`src/rtl/fir_filt_if.sv`:
```
// Sample/coefficient/result bundle for fir_filt; master drives samples and coefficient writes.
interface fir_filt_if #(
    parameter int DATA_W = 8,
    parameter int COEF_W = 8,
    parameter int TAPS   = 3,
    parameter int OUT_W  = 8
) ();
    localparam int AW = $clog2(TAPS);

    logic              i_valid;
    logic [DATA_W-1:0] i_x;
    logic              coef_we;
    logic [AW-1:0]     coef_addr;
    logic [COEF_W-1:0] coef_data;
    logic              o_valid;
    logic [OUT_W-1:0]  o_y;

    modport master (
        output i_valid, i_x, coef_we, coef_addr, coef_data,
        input  o_valid, o_y
    );

    modport slave (
        input  i_valid, i_x, coef_we, coef_addr, coef_data,
        output o_valid, o_y
    );
endinterface

```
`src/rtl/fir_filt.sv`:
```
// Two-stage pipelined FIR with writable coefficients; o_valid follows i_valid by exactly 2 cycles, no backpressure.
// Optional output saturation with FIR_FILT_SAT_EN; wrap-around narrowing otherwise.
module fir_filt #(
    parameter int DATA_W = 8,
    parameter int COEF_W = 8,
    parameter int TAPS   = 3,
    parameter int OUT_W  = 8,
    parameter int SHIFT  = 0
) (
    input  logic        clk,
    input  logic        rst,
    fir_filt_if.slave   bus
);
    localparam int PW    = DATA_W + COEF_W;
    localparam int ACC_W = PW + $clog2(TAPS);
    localparam int AW    = $clog2(TAPS);

    logic signed [COEF_W-1:0] coef_q [TAPS];
    logic signed [COEF_W-1:0] coef_d [TAPS];
    logic signed [DATA_W-1:0] dly_q  [TAPS-1];
    logic signed [DATA_W-1:0] dly_d  [TAPS-1];
    logic signed [PW-1:0]     prod_q [TAPS];
    logic signed [PW-1:0]     prod_d [TAPS];
    logic signed [ACC_W-1:0]  acc_q, acc_d;
    logic                     v1_q, v1_d;
    logic                     ovld_q, ovld_d;
    logic signed [DATA_W-1:0] x_in;

    always_comb begin
        x_in = $signed(bus.i_x);

        coef_d = coef_q;
        for (int k = 0; k < TAPS; k++) begin
            if (bus.coef_we && bus.coef_addr == AW'(k)) begin
                coef_d[k] = bus.coef_data;
            end
        end

        // Products use pre-write coefficients and pre-shift history of this cycle.
        dly_d  = dly_q;
        prod_d = prod_q;
        if (bus.i_valid) begin
            dly_d[0] = x_in;
            for (int j = 1; j < TAPS - 1; j++) begin
                dly_d[j] = dly_q[j-1];
            end
            prod_d[0] = PW'(coef_q[0]) * PW'(x_in);
            for (int k = 1; k < TAPS; k++) begin
                prod_d[k] = PW'(coef_q[k]) * PW'(dly_q[k-1]);
            end
        end

        acc_d = acc_q;
        if (v1_q) begin
            acc_d = '0;
            for (int k = 0; k < TAPS; k++) begin
                acc_d = acc_d + ACC_W'(prod_q[k]);
            end
        end

        v1_d   = bus.i_valid;
        ovld_d = v1_q;
    end

    always_ff @(posedge clk or posedge rst) begin
        if (rst) begin
            for (int k = 0; k < TAPS; k++) begin
                coef_q[k] <= COEF_W'(1);
                prod_q[k] <= '0;
            end
            for (int j = 0; j < TAPS - 1; j++) begin
                dly_q[j] <= '0;
            end
            acc_q  <= '0;
            v1_q   <= 1'b0;
            ovld_q <= 1'b0;
        end else begin
            coef_q <= coef_d;
            dly_q  <= dly_d;
            prod_q <= prod_d;
            acc_q  <= acc_d;
            v1_q   <= v1_d;
            ovld_q <= ovld_d;
        end
    end

    assign bus.o_valid = ovld_q;

`ifdef FIR_FILT_SAT_EN
    localparam logic signed [ACC_W-1:0] Y_MAX = ACC_W'((1 << (OUT_W - 1)) - 1);
    localparam logic signed [ACC_W-1:0] Y_MIN = ~Y_MAX;

    logic signed [ACC_W-1:0] acc_sh;
    logic        [OUT_W-1:0] y_sat;

    // o_y is a pure function of the accumulator flop, so it updates and holds with o_valid.
    always_comb begin
        acc_sh = acc_q >>> SHIFT;
        if (acc_sh > Y_MAX) begin
            y_sat = OUT_W'(Y_MAX);
        end else if (acc_sh < Y_MIN) begin
            y_sat = OUT_W'(Y_MIN);
        end else begin
            y_sat = OUT_W'(acc_sh);
        end
    end

    assign bus.o_y = y_sat;
`else
    assign bus.o_y = OUT_W'(acc_q >>> SHIFT);
`endif
endmodule

```
`src/flat_wrapper.sv`:
```
// flat-port wrapper written by rule: the top's interface ports become plain ports
module fir_filt_flat 
#(
    parameter int DATA_W = 8,
    parameter int COEF_W = 8,
    parameter int TAPS   = 3,
    parameter int OUT_W  = 8,
    parameter int SHIFT  = 0
)
  (clk, rst, bus_i_valid, bus_i_x, bus_coef_we, bus_coef_addr, bus_coef_data, bus_o_valid, bus_o_y);
  fir_filt_if #(.DATA_W(DATA_W), .COEF_W(COEF_W), .TAPS(TAPS), .OUT_W(OUT_W)) bus_i ();
  input  logic clk;
  input  logic rst;
  input wire logic [$bits(bus_i.i_valid)-1:0] bus_i_valid;
  input wire logic [$bits(bus_i.i_x)-1:0] bus_i_x;
  input wire logic [$bits(bus_i.coef_we)-1:0] bus_coef_we;
  input wire logic [$bits(bus_i.coef_addr)-1:0] bus_coef_addr;
  input wire logic [$bits(bus_i.coef_data)-1:0] bus_coef_data;
  output wire logic [$bits(bus_i.o_valid)-1:0] bus_o_valid;
  output wire logic [$bits(bus_i.o_y)-1:0] bus_o_y;
  assign bus_i.i_valid = bus_i_valid;
  assign bus_i.i_x = bus_i_x;
  assign bus_i.coef_we = bus_coef_we;
  assign bus_i.coef_addr = bus_coef_addr;
  assign bus_i.coef_data = bus_coef_data;
  assign bus_o_valid = bus_i.o_valid;
  assign bus_o_y = bus_i.o_y;
  fir_filt #(.DATA_W(DATA_W), .COEF_W(COEF_W), .TAPS(TAPS), .OUT_W(OUT_W), .SHIFT(SHIFT)) u_core (.clk(clk), .rst(rst), .bus(bus_i));
endmodule
```
`config.mk`:
```
export PLATFORM = sky130hd
export DESIGN_NAME = fir_filt_flat
export DESIGN_NICKNAME = d
export VERILOG_FILES = /design/src/rtl/fir_filt_if.sv /design/src/rtl/fir_filt.sv /design/src/flat_wrapper.sv
export SDC_FILE = /design/constraint.sdc
export NUM_CORES = 1
export LEC_CHECK = 0
export ABC_AREA = 1
export BUFFER_PORTS_ARGS = -buffer_cell sky130_fd_sc_hd__buf_2
export CAP_MARGIN = 10
export CORE_MARGIN = 10
export CORE_UTILIZATION = 50
export CTS_CLUSTER_SIZE = 20
export DETAILED_ROUTE_END_ITERATION = 10
export GPL_TIMING_DRIVEN = 0
export PLACE_DENSITY = 0.67
export REMOVE_ABC_BUFFERS = 1
export SYNTH_ARGS = -nofsm -noshare
export SYNTH_HDL_FRONTEND = slang
export SYNTH_SLANG_ARGS = --single-unit
```
`constraint.sdc`:
```
create_clock -name clk -period 4.9 [get_ports clk]
set_input_delay 0.98 -clock clk [delete_from_list [all_inputs] [get_ports clk]]
set_output_delay 0.98 -clock clk [all_outputs]
set_load 0.05 [all_outputs]
```
==> results of run 1 <==
-- per-stage QoR --
stage                     hold slack, ns  power (mW)
after floorplan                    0.452        2.00
after global placement             0.455        2.33
after detailed placement           0.460        2.37
after CTS                          0.477        3.03
after global routing               0.507        3.31
final                              0.471        2.98
-- cell families after synthesis --
group | count (synthesis) | synth area share (%)
AO/OA/AOI/OAI | 54 | 4.25
XOR/XNOR | 13 | 2.01
adder cells (fa/ha/maj) | 107 | 26.0
buffers and inverters | 237 | 14.9
flip-flops | 74 | 28.9
AND/OR/NAND/NOR | 384 | 23.9
-- worst paths after layout --
kind | start | to | depth (start not counted)
max | bus_i_x[3] | u_core.prod_q[39] | 18
min | u_core.acc_q[6] | u_core.acc_q[6] | 2
max reg2reg | u_core.coef_q[1] | u_core.prod_q[7] | 19
min reg2reg | u_core.acc_q[6] | u_core.acc_q[6] | 2
max in group asynchronous | rst | u_core.coef_q[0] | 3
min in group asynchronous | rst | u_core.acc_q[5] | 2
-- routing by layer --
metal | vias up | routed length (um) | part of all wire (%) | track usage [%]
met5 | - | 0 | 0 | 0
met4 | 0 | 127 | 0.97 | 3.33
met3 | 10 | 455 | 3.5 | 3.08
met2 | 56 | 6170 | 47 | 26.0
met1 | 2289 | 6340 | 48 | 20.5
li1 | 2588 | - | - | -
-- cell type report --
type | count | area, um^2
clock inverters | 7 | 66.3
inverters | 211 | 795
flip-flops and latches | 74 | 1860
clock buffers | 9 | 225
well taps | 172 | 215
fillers | 1246 | 5680
repair buffers | 31 | 178
multi-input cells | 558 | 3610
-- flip-flops by register name (all words and copies together) (netlist names) --
name	flops
u_core.prod_q	24
u_core.coef_q	24
u_core.acc_q	8
u_core.ovld_d	1
u_core.bus.o_valid	1
u_core.dly_q	16
-- cells in the mapped netlist --
master      n
o21ai_0    47
buf_6       6
nor2_2      1
xor2_1      5
xnor2_1     6
dfstp_2     3
buf_2       5
xnor2_2     1
xor2_2      1
nand3_1    41
inv_1     200
clkinv_1    4
nand4_1     3
buf_4       5
or2_1       2
fa_1       44
nor2_1      7
clkbuf_1    9
nand2_1   321
ha_1       63
nand2_2     7
inv_2       7
o22ai_1     2
a21oi_1     5
buf_1       1
dfrtp_1    71
nand3_2     2
-- where the power goes --
group          total [mW]  internal (mW)  leakage (nW)  switching, mW
sequential          0.933          0.766         0.915          0.167
clock               0.642          0.358         0.145          0.285
combinational        1.40          0.548          3.22          0.855
total                2.98           1.67          4.28           1.31
-- critical path, stage by stage --
cell and delay, ns:
buf_2 0.18, nand2_1 0.10, fa_1 0.52, inv_1 0.05, ha_1 0.29, fa_1 0.55, inv_1 0.06, fa_1 0.53
inv_1 0.04, ha_1 0.33, nand2_1 0.08, nand2_1 0.04, nor2_1 0.14, nand3_1 0.11, nand4_1 0.13, nand3_1 0.09
nand3_1 0.13, nand2_1 0.06
==> results.md, run 1 <==
* Outcome: finished clean
* Clk slew on worst S/H paths at roughly 0.06 ns
* Total grt overflow at 0
* Max VDD drop at about 260 uV
* Final HPWL DP at 10500 um
* DRT iter0 DRCs at roughly 280
* Startpoint type of the worst setup path: primary input
* Leak pwr at ~4.3 nW
* Number of max-cap violations at 0
* Die ar. at ~18000 um^2
* Maximum fanout along the worst path at 6
* Required @ worst endpoint at just over 5 ns
* Port Buffer Count at 30
* Crit path time final at 4.21 ns
* RePlAce Congestion at between 0.8 and 0.9
* Worst slack at placement at between 0.3 and 0.4 ns
* Most frequent cells in the layout: nand2_1, inv_1, dfrtp_1, ha_1, o21ai_0
* Clock sinks at 74
* Routed wire length at ~13000 um
* RSZ-0062 raised after global routing: no
* Post_cts resized at 0
* CP Capture Type: register
* Area contributors post-synth: dfrtp_1, nand2_1, fa_1
* CTS max path bufs at 2
* #FFs+latches synth at between 70 and 80
* Post-synthesis cell type count at 27
* Post-route insts no fill at between 1000 and 1500
* Die span in y at around 130 um
* CTS tree: yes
* Floorplan core area at between 10000 and 15000 um^2
* Largest net degree at the start of global routing at 63
* Final Max Tran Viols at 0
* Wire per inst at 12.3 um
* FMAX at ~240 MHz
* Largest area contributor in the netlist: dfrtp_1
* DP Cell Count at roughly 1000
* Drt via density at ~4.7
* Tcrit/Tclk final at between 80% and 90%
* TritonCTS buffer count at 9
* I/O pin count at 31
* Register-to-register setup slack at just under 0.8 ns
* Total track usage at 15.6%
* Initial core utilization at between 50% and 60%
* Rel. slew slack at 26.5%
* Share of cells above drive strength 1 at between 7 and 8%
* Post-Route Utilization at a little under three fifths
* Critical path start-end classification: in2reg
* Skew final at ~0.0088 ns
* Worst Slack Setup Final at 0.692 ns
* Commonest non-fill, non-tap cell in the layout: nand2_1
* Chip width at 133 um
* Slew @ Worst Pin at 1.10 ns
* Syn Inst Count at about 870
* TNS Setup at 0 ns
* Warnings, synthesis at 0
* PD cells at between 400 and 500 nW/um^2
* Synth Area per Inst at about 7.4 um^2
* Clk Latency, worst-skew pair at roughly 0.34 ns
* Routed vias at between 4000 and 5000
* DRC Markers at 0
* Vias in the first global route at about 4900
* Hold_buf cts at 0
* Cell area after layout at between 6000 and 7000 um^2
* Ant diodes at 0
* Global-route wire length before repair at between 20000 and 25000 um
* HP Class: reg2reg
* Hold Fails Final Rpt at 0
* Initial DRT Pass Iterations at 4
* Final setup vio count at 0
* Yosys top cell area share at between 20 and 30%
* Placement Cell Area at roughly 6700 um^2
* CP Data Arrival Time at 4.44 ns
* Setup Fix Bufs, Post-CTS at 0
* Nets at about 1000
* Post-DRT Antenna Nets at 0
* Std cell rows at between 40 and 50
* Root buf cell: clkbuf_16
* Initial antenna violation count at 0
* Synthesized area at roughly 6400 um^2
* CTS H-Tree Depth at 3
* Seq/Total Area, Yosys at between 20 and 30%
* Area Growth Syn to Fin at 8.08%
Note: power is estimated with default switching activity, not from simulation.
==> inputs of run 2 (changes only) <==
ABC_AREA = not set   (was 1)
ABC_CLOCK_PERIOD_IN_PS = 4900   (was not set)
==> run 2 against run 1 <==
Effect of this change:
- via count down 26%
- non-clock buffer count is 1 lower
- cell count decreased by 33%
- combinational power increased by 69%
- clock power up 12%
- count of clock-buffer cells in the layout grew 3
- sequential power up 5.8%
- sequential share of layout area up 1.9 points
- largest cell class unchanged
- design area decreased by 6.6%
- maximum frequency up 2.7%
- critical path type unchanged
- critical path depth fell by 3
==> results.md, run 2 <==
* Final HPWL DP at 8860 um (-16%)
* RSZ-0062 raised after global routing: no
* Tcrit/Tclk final at 83.7% (-2.2 points)
* Chip width at 128 um (-3.9%)
* Leak pwr at 3.08 nW (-28%)
* Rel. slew slack at 35.9% (+9.4 points)
* Warnings, synthesis at 0 (unchanged)
* Share of cells above drive strength 1 at 19.7% (+12 points)
* Commonest non-fill, non-tap cell in the layout: inv_1
* DRT iter0 DRCs at 238 (-16%)
* Port Buffer Count at 30 (unchanged)
* Initial core utilization at 51.2% (+0.28 points)
* FMAX at 244 MHz (+2.7%)
* Die ar. at 16400 um^2 (-7.7%)
* Syn Inst Count at 533 (-39%)
* RePlAce Congestion at 0.799 (-9.2%)
* Routed wire length at 11100 um (-15%)
* Async set-reset flop share out of synthesis at 100% (unchanged)
* Number of max-cap violations at 0 (unchanged)
* Worst Setup EP: u_core.prod_q[39]
* Largest area contributor in the netlist: dfrtp_1
* Vias in the first global route at 4054 (-17%)
* Synthesized area at 5840 um^2 (-9.0%)
* TritonCTS buffer count at 9 (unchanged)
* Required @ worst endpoint at 5.07 ns (-0.06 ns)
* #FFs+latches synth at 74 (unchanged)
* Yosys top cell area share at 30.4% (+2.7 points)
* Final Max Tran Viols at 0 (unchanged)
* TNS Setup at 0 ns (unchanged)
* Routed vias at 3670 (-26%)
* Area of the multi-input gates at 3660 um^2 (+1.5%)
* CP Data Arrival Time at 4.27 ns (-0.17 ns)
* Die span in y at 128 um (-3.9%)
* Std cell rows at 39 (-4.9%)
* Root buf cell: clkbuf_16
* Initial DRT Pass Iterations at 4 (unchanged)
* Crit path cell chain: buf_2, nand2_1, fa_1, fa_1, inv_1, ha_1, inv_1, fa_1, inv_1, ha_1, a21o_1, a21oi_1, xnor2_1, xnor2_1, a21oi_1
* Count leader, synth: inv_1
* Setup Fix Bufs, Post-CTS at 0 (unchanged)
* Ant diodes at 0 (unchanged)
* Placement Cell Area at 6150 um^2 (-7.5%)
* Max VDD drop at 518 uV (+100%)
* Startpoint type of the worst setup path: primary input
* Cell area after layout at 6480 um^2 (-6.6%)
* Initial antenna violation count at 0 (unchanged)
* Primary FF master, synth: dfrtp_1
* Critical path depth at 15 (-3)
* Worst stage delay on the critical path at 0.59 ns (+0.04 ns)
* Biggest regs: u_core.coef_q (24), u_core.prod_q (24), u_core.dly_q (16)
* Hold_buf cts at 0 (unchanged)
* Area Growth Syn to Fin at 10.9%
* R2R Path End: u_core.prod_q[39]
* Seq/Total Area, Yosys at 31.7% (+2.9 points)
* CTS H-Tree Depth at 3 (unchanged)
* Final setup vio count at 0 (unchanged)
* Critical path start-end classification: in2reg
* Global-route wire length before repair at 20000 um (-13%)
* CP max stage cell: fa_1
* I/O pin count at 31 (unchanged)
* Area contributors post-synth: dfrtp_1, fa_1, ha_1
* CTS max path bufs at 2 (unchanged)
* Clock sinks at 74 (unchanged)
* Worst reg2reg startpoint: u_core.coef_q[16]
* Post-Route Utilization at 56.8% (+1.8 points)
* Wire per inst at 15.5 um (+26%)
* Synth Area per Inst at 11.0 um^2 (+48%)
* Total track usage at 14.9% (-0.74 points)
* Fill count at 1016 (-18%)
* Setup crit start: bus_i_x[4]
* Clk slew on worst S/H paths at 0.06 ns (about the same)
* Largest net degree at the start of global routing at 75 (+19%)
* Worst path bufs/invs at 4 (unchanged)
* Floorplan core area at 11400 um^2 (-9.5%)
* Maximum fanout along the worst path at 5 (-1)
* Reg2Reg Depth at 14 (-5)
* HP Class: reg2reg
* Most frequent cells in the layout: inv_1, dfrtp_1, and2_1, ha_1, mux2_2
* Register-to-register setup slack at 0.93 ns (+0.15 ns)
* Post-synthesis cell type count at 27 (unchanged)
* Drt via density at 5.13 (+10%)
* Clk Latency, worst-skew pair at 0.33 ns (about the same)
* Post-DRT Antenna Nets at 0 (unchanged)
* Post_cts resized at 0 (unchanged)
* Total grt overflow at 0 (unchanged)
* Hold Fails Final Rpt at 0 (unchanged)
* Post-synth EDFFs at 0 (unchanged)
* Crit path time final at 4.10 ns (-0.109 ns)
* Reg area at 1860 um^2 (unchanged)
* Outcome: finished clean
* Post-synth top cells: inv_1, dfrtp_1, and2_1, ha_1, mux2_2
* Slew @ Worst Pin at 0.962 ns (-0.140 ns)
* CP Capture Type: register
* CTS tree: yes
* Skew final at 0.00489 ns (-0.00388 ns)
* DRC Markers at 0 (unchanged)
* PD cells at 626 nW/um^2 (+46%)
* Top delay family on crit path: adder cells
* Nets at 697 (-31%)
## run 2: report_power, final
| part | internal (mW) | switching (mW) | total [mW] |
|---|---|---|---|
| sequential | 0.807 | 0.180 | 0.987 |
| clock | 0.473 | 0.243 | 0.717 |
| combinational | 1.15 | 1.21 | 2.36 |
## run 2: worst min path at each step
| stage | end | slack [ns] | cells past startpoint | from |
|---|---|---|---|---|
| after floorplan | u_core.coef_q[15] | 0.48 | 1 | u_core.coef_q[15] |
| after global placement | u_core.acc_q[5] | 0.46 | 1 | u_core.acc_q[5] |
| after detailed placement | u_core.acc_q[5] | 0.47 | 1 | u_core.acc_q[5] |
| after CTS | u_core.acc_q[5] | 0.49 | 1 | u_core.acc_q[5] |
| after global routing | u_core.acc_q[5] | 0.51 | 1 | u_core.acc_q[5] |
| final | u_core.acc_q[5] | 0.49 | 1 | u_core.acc_q[5] |
## run 2: kinds of logic after synthesis
kind of cell / after synthesis / synth area share [%]
AND/OR/NAND/NOR: 123 / 11.3
adder cells (fa/ha/maj): 107 / 28.6
buffers and inverters: 87 / 5.61
flip-flops: 74 / 31.7
multiplexers: 61 / 11.8
XOR/XNOR: 57 / 8.67
AO/OA/AOI/OAI: 24 / 2.36
## run 2: area by class of cell
cell class | count | area share [%]
tap | 143 | 2.76
timing repair buffer | 30 | 2.32
multi-input combinational | 372 | 56.5
clock buffer | 12 | 3.96
inverter | 81 | 4.73
sequential | 74 | 28.6
clock inverter | 4 | 1.16
## run 2: per-stage QoR
step / worst slack, ns / hold slack, ns / total power, mW / cells
finish: 0.801 / 0.485 / 4.06 / 716
floorplan: 0.870 / 0.479 / 2.83 / 527
global route: 0.645 / 0.506 / 4.50 / 716
detailed placement: 0.428 / 0.472 / 3.37 / 700
CTS: 0.774 / 0.485 / 4.13 / 716
global placement: 0.461 / 0.464 / 3.27 / 700
## run 2: routing by layer
metal  vias to the layer above  global-route usage, %  wire length (um)
met1                      1831                   19.5              4990
met3                         9                   3.52               491
met5                         -                      0                 0
met4                         0                   2.91                64
met2                        65                   24.6              5550
li1                       1765                      -                 -
## run 2: worst register-to-register path, cell delays in order, from the launching register on
cell and delay (ns):
dfstp_2 0.63, nand2_1 0.11, fa_1 0.45, fa_1 0.54, inv_1 0.04, ha_1 0.29, inv_1 0.06, fa_1 0.59
inv_1 0.06, ha_1 0.28, a21o_1 0.15, a21oi_1 0.23, xnor2_1 0.17, xnor2_1 0.13, a21oi_1 0.08
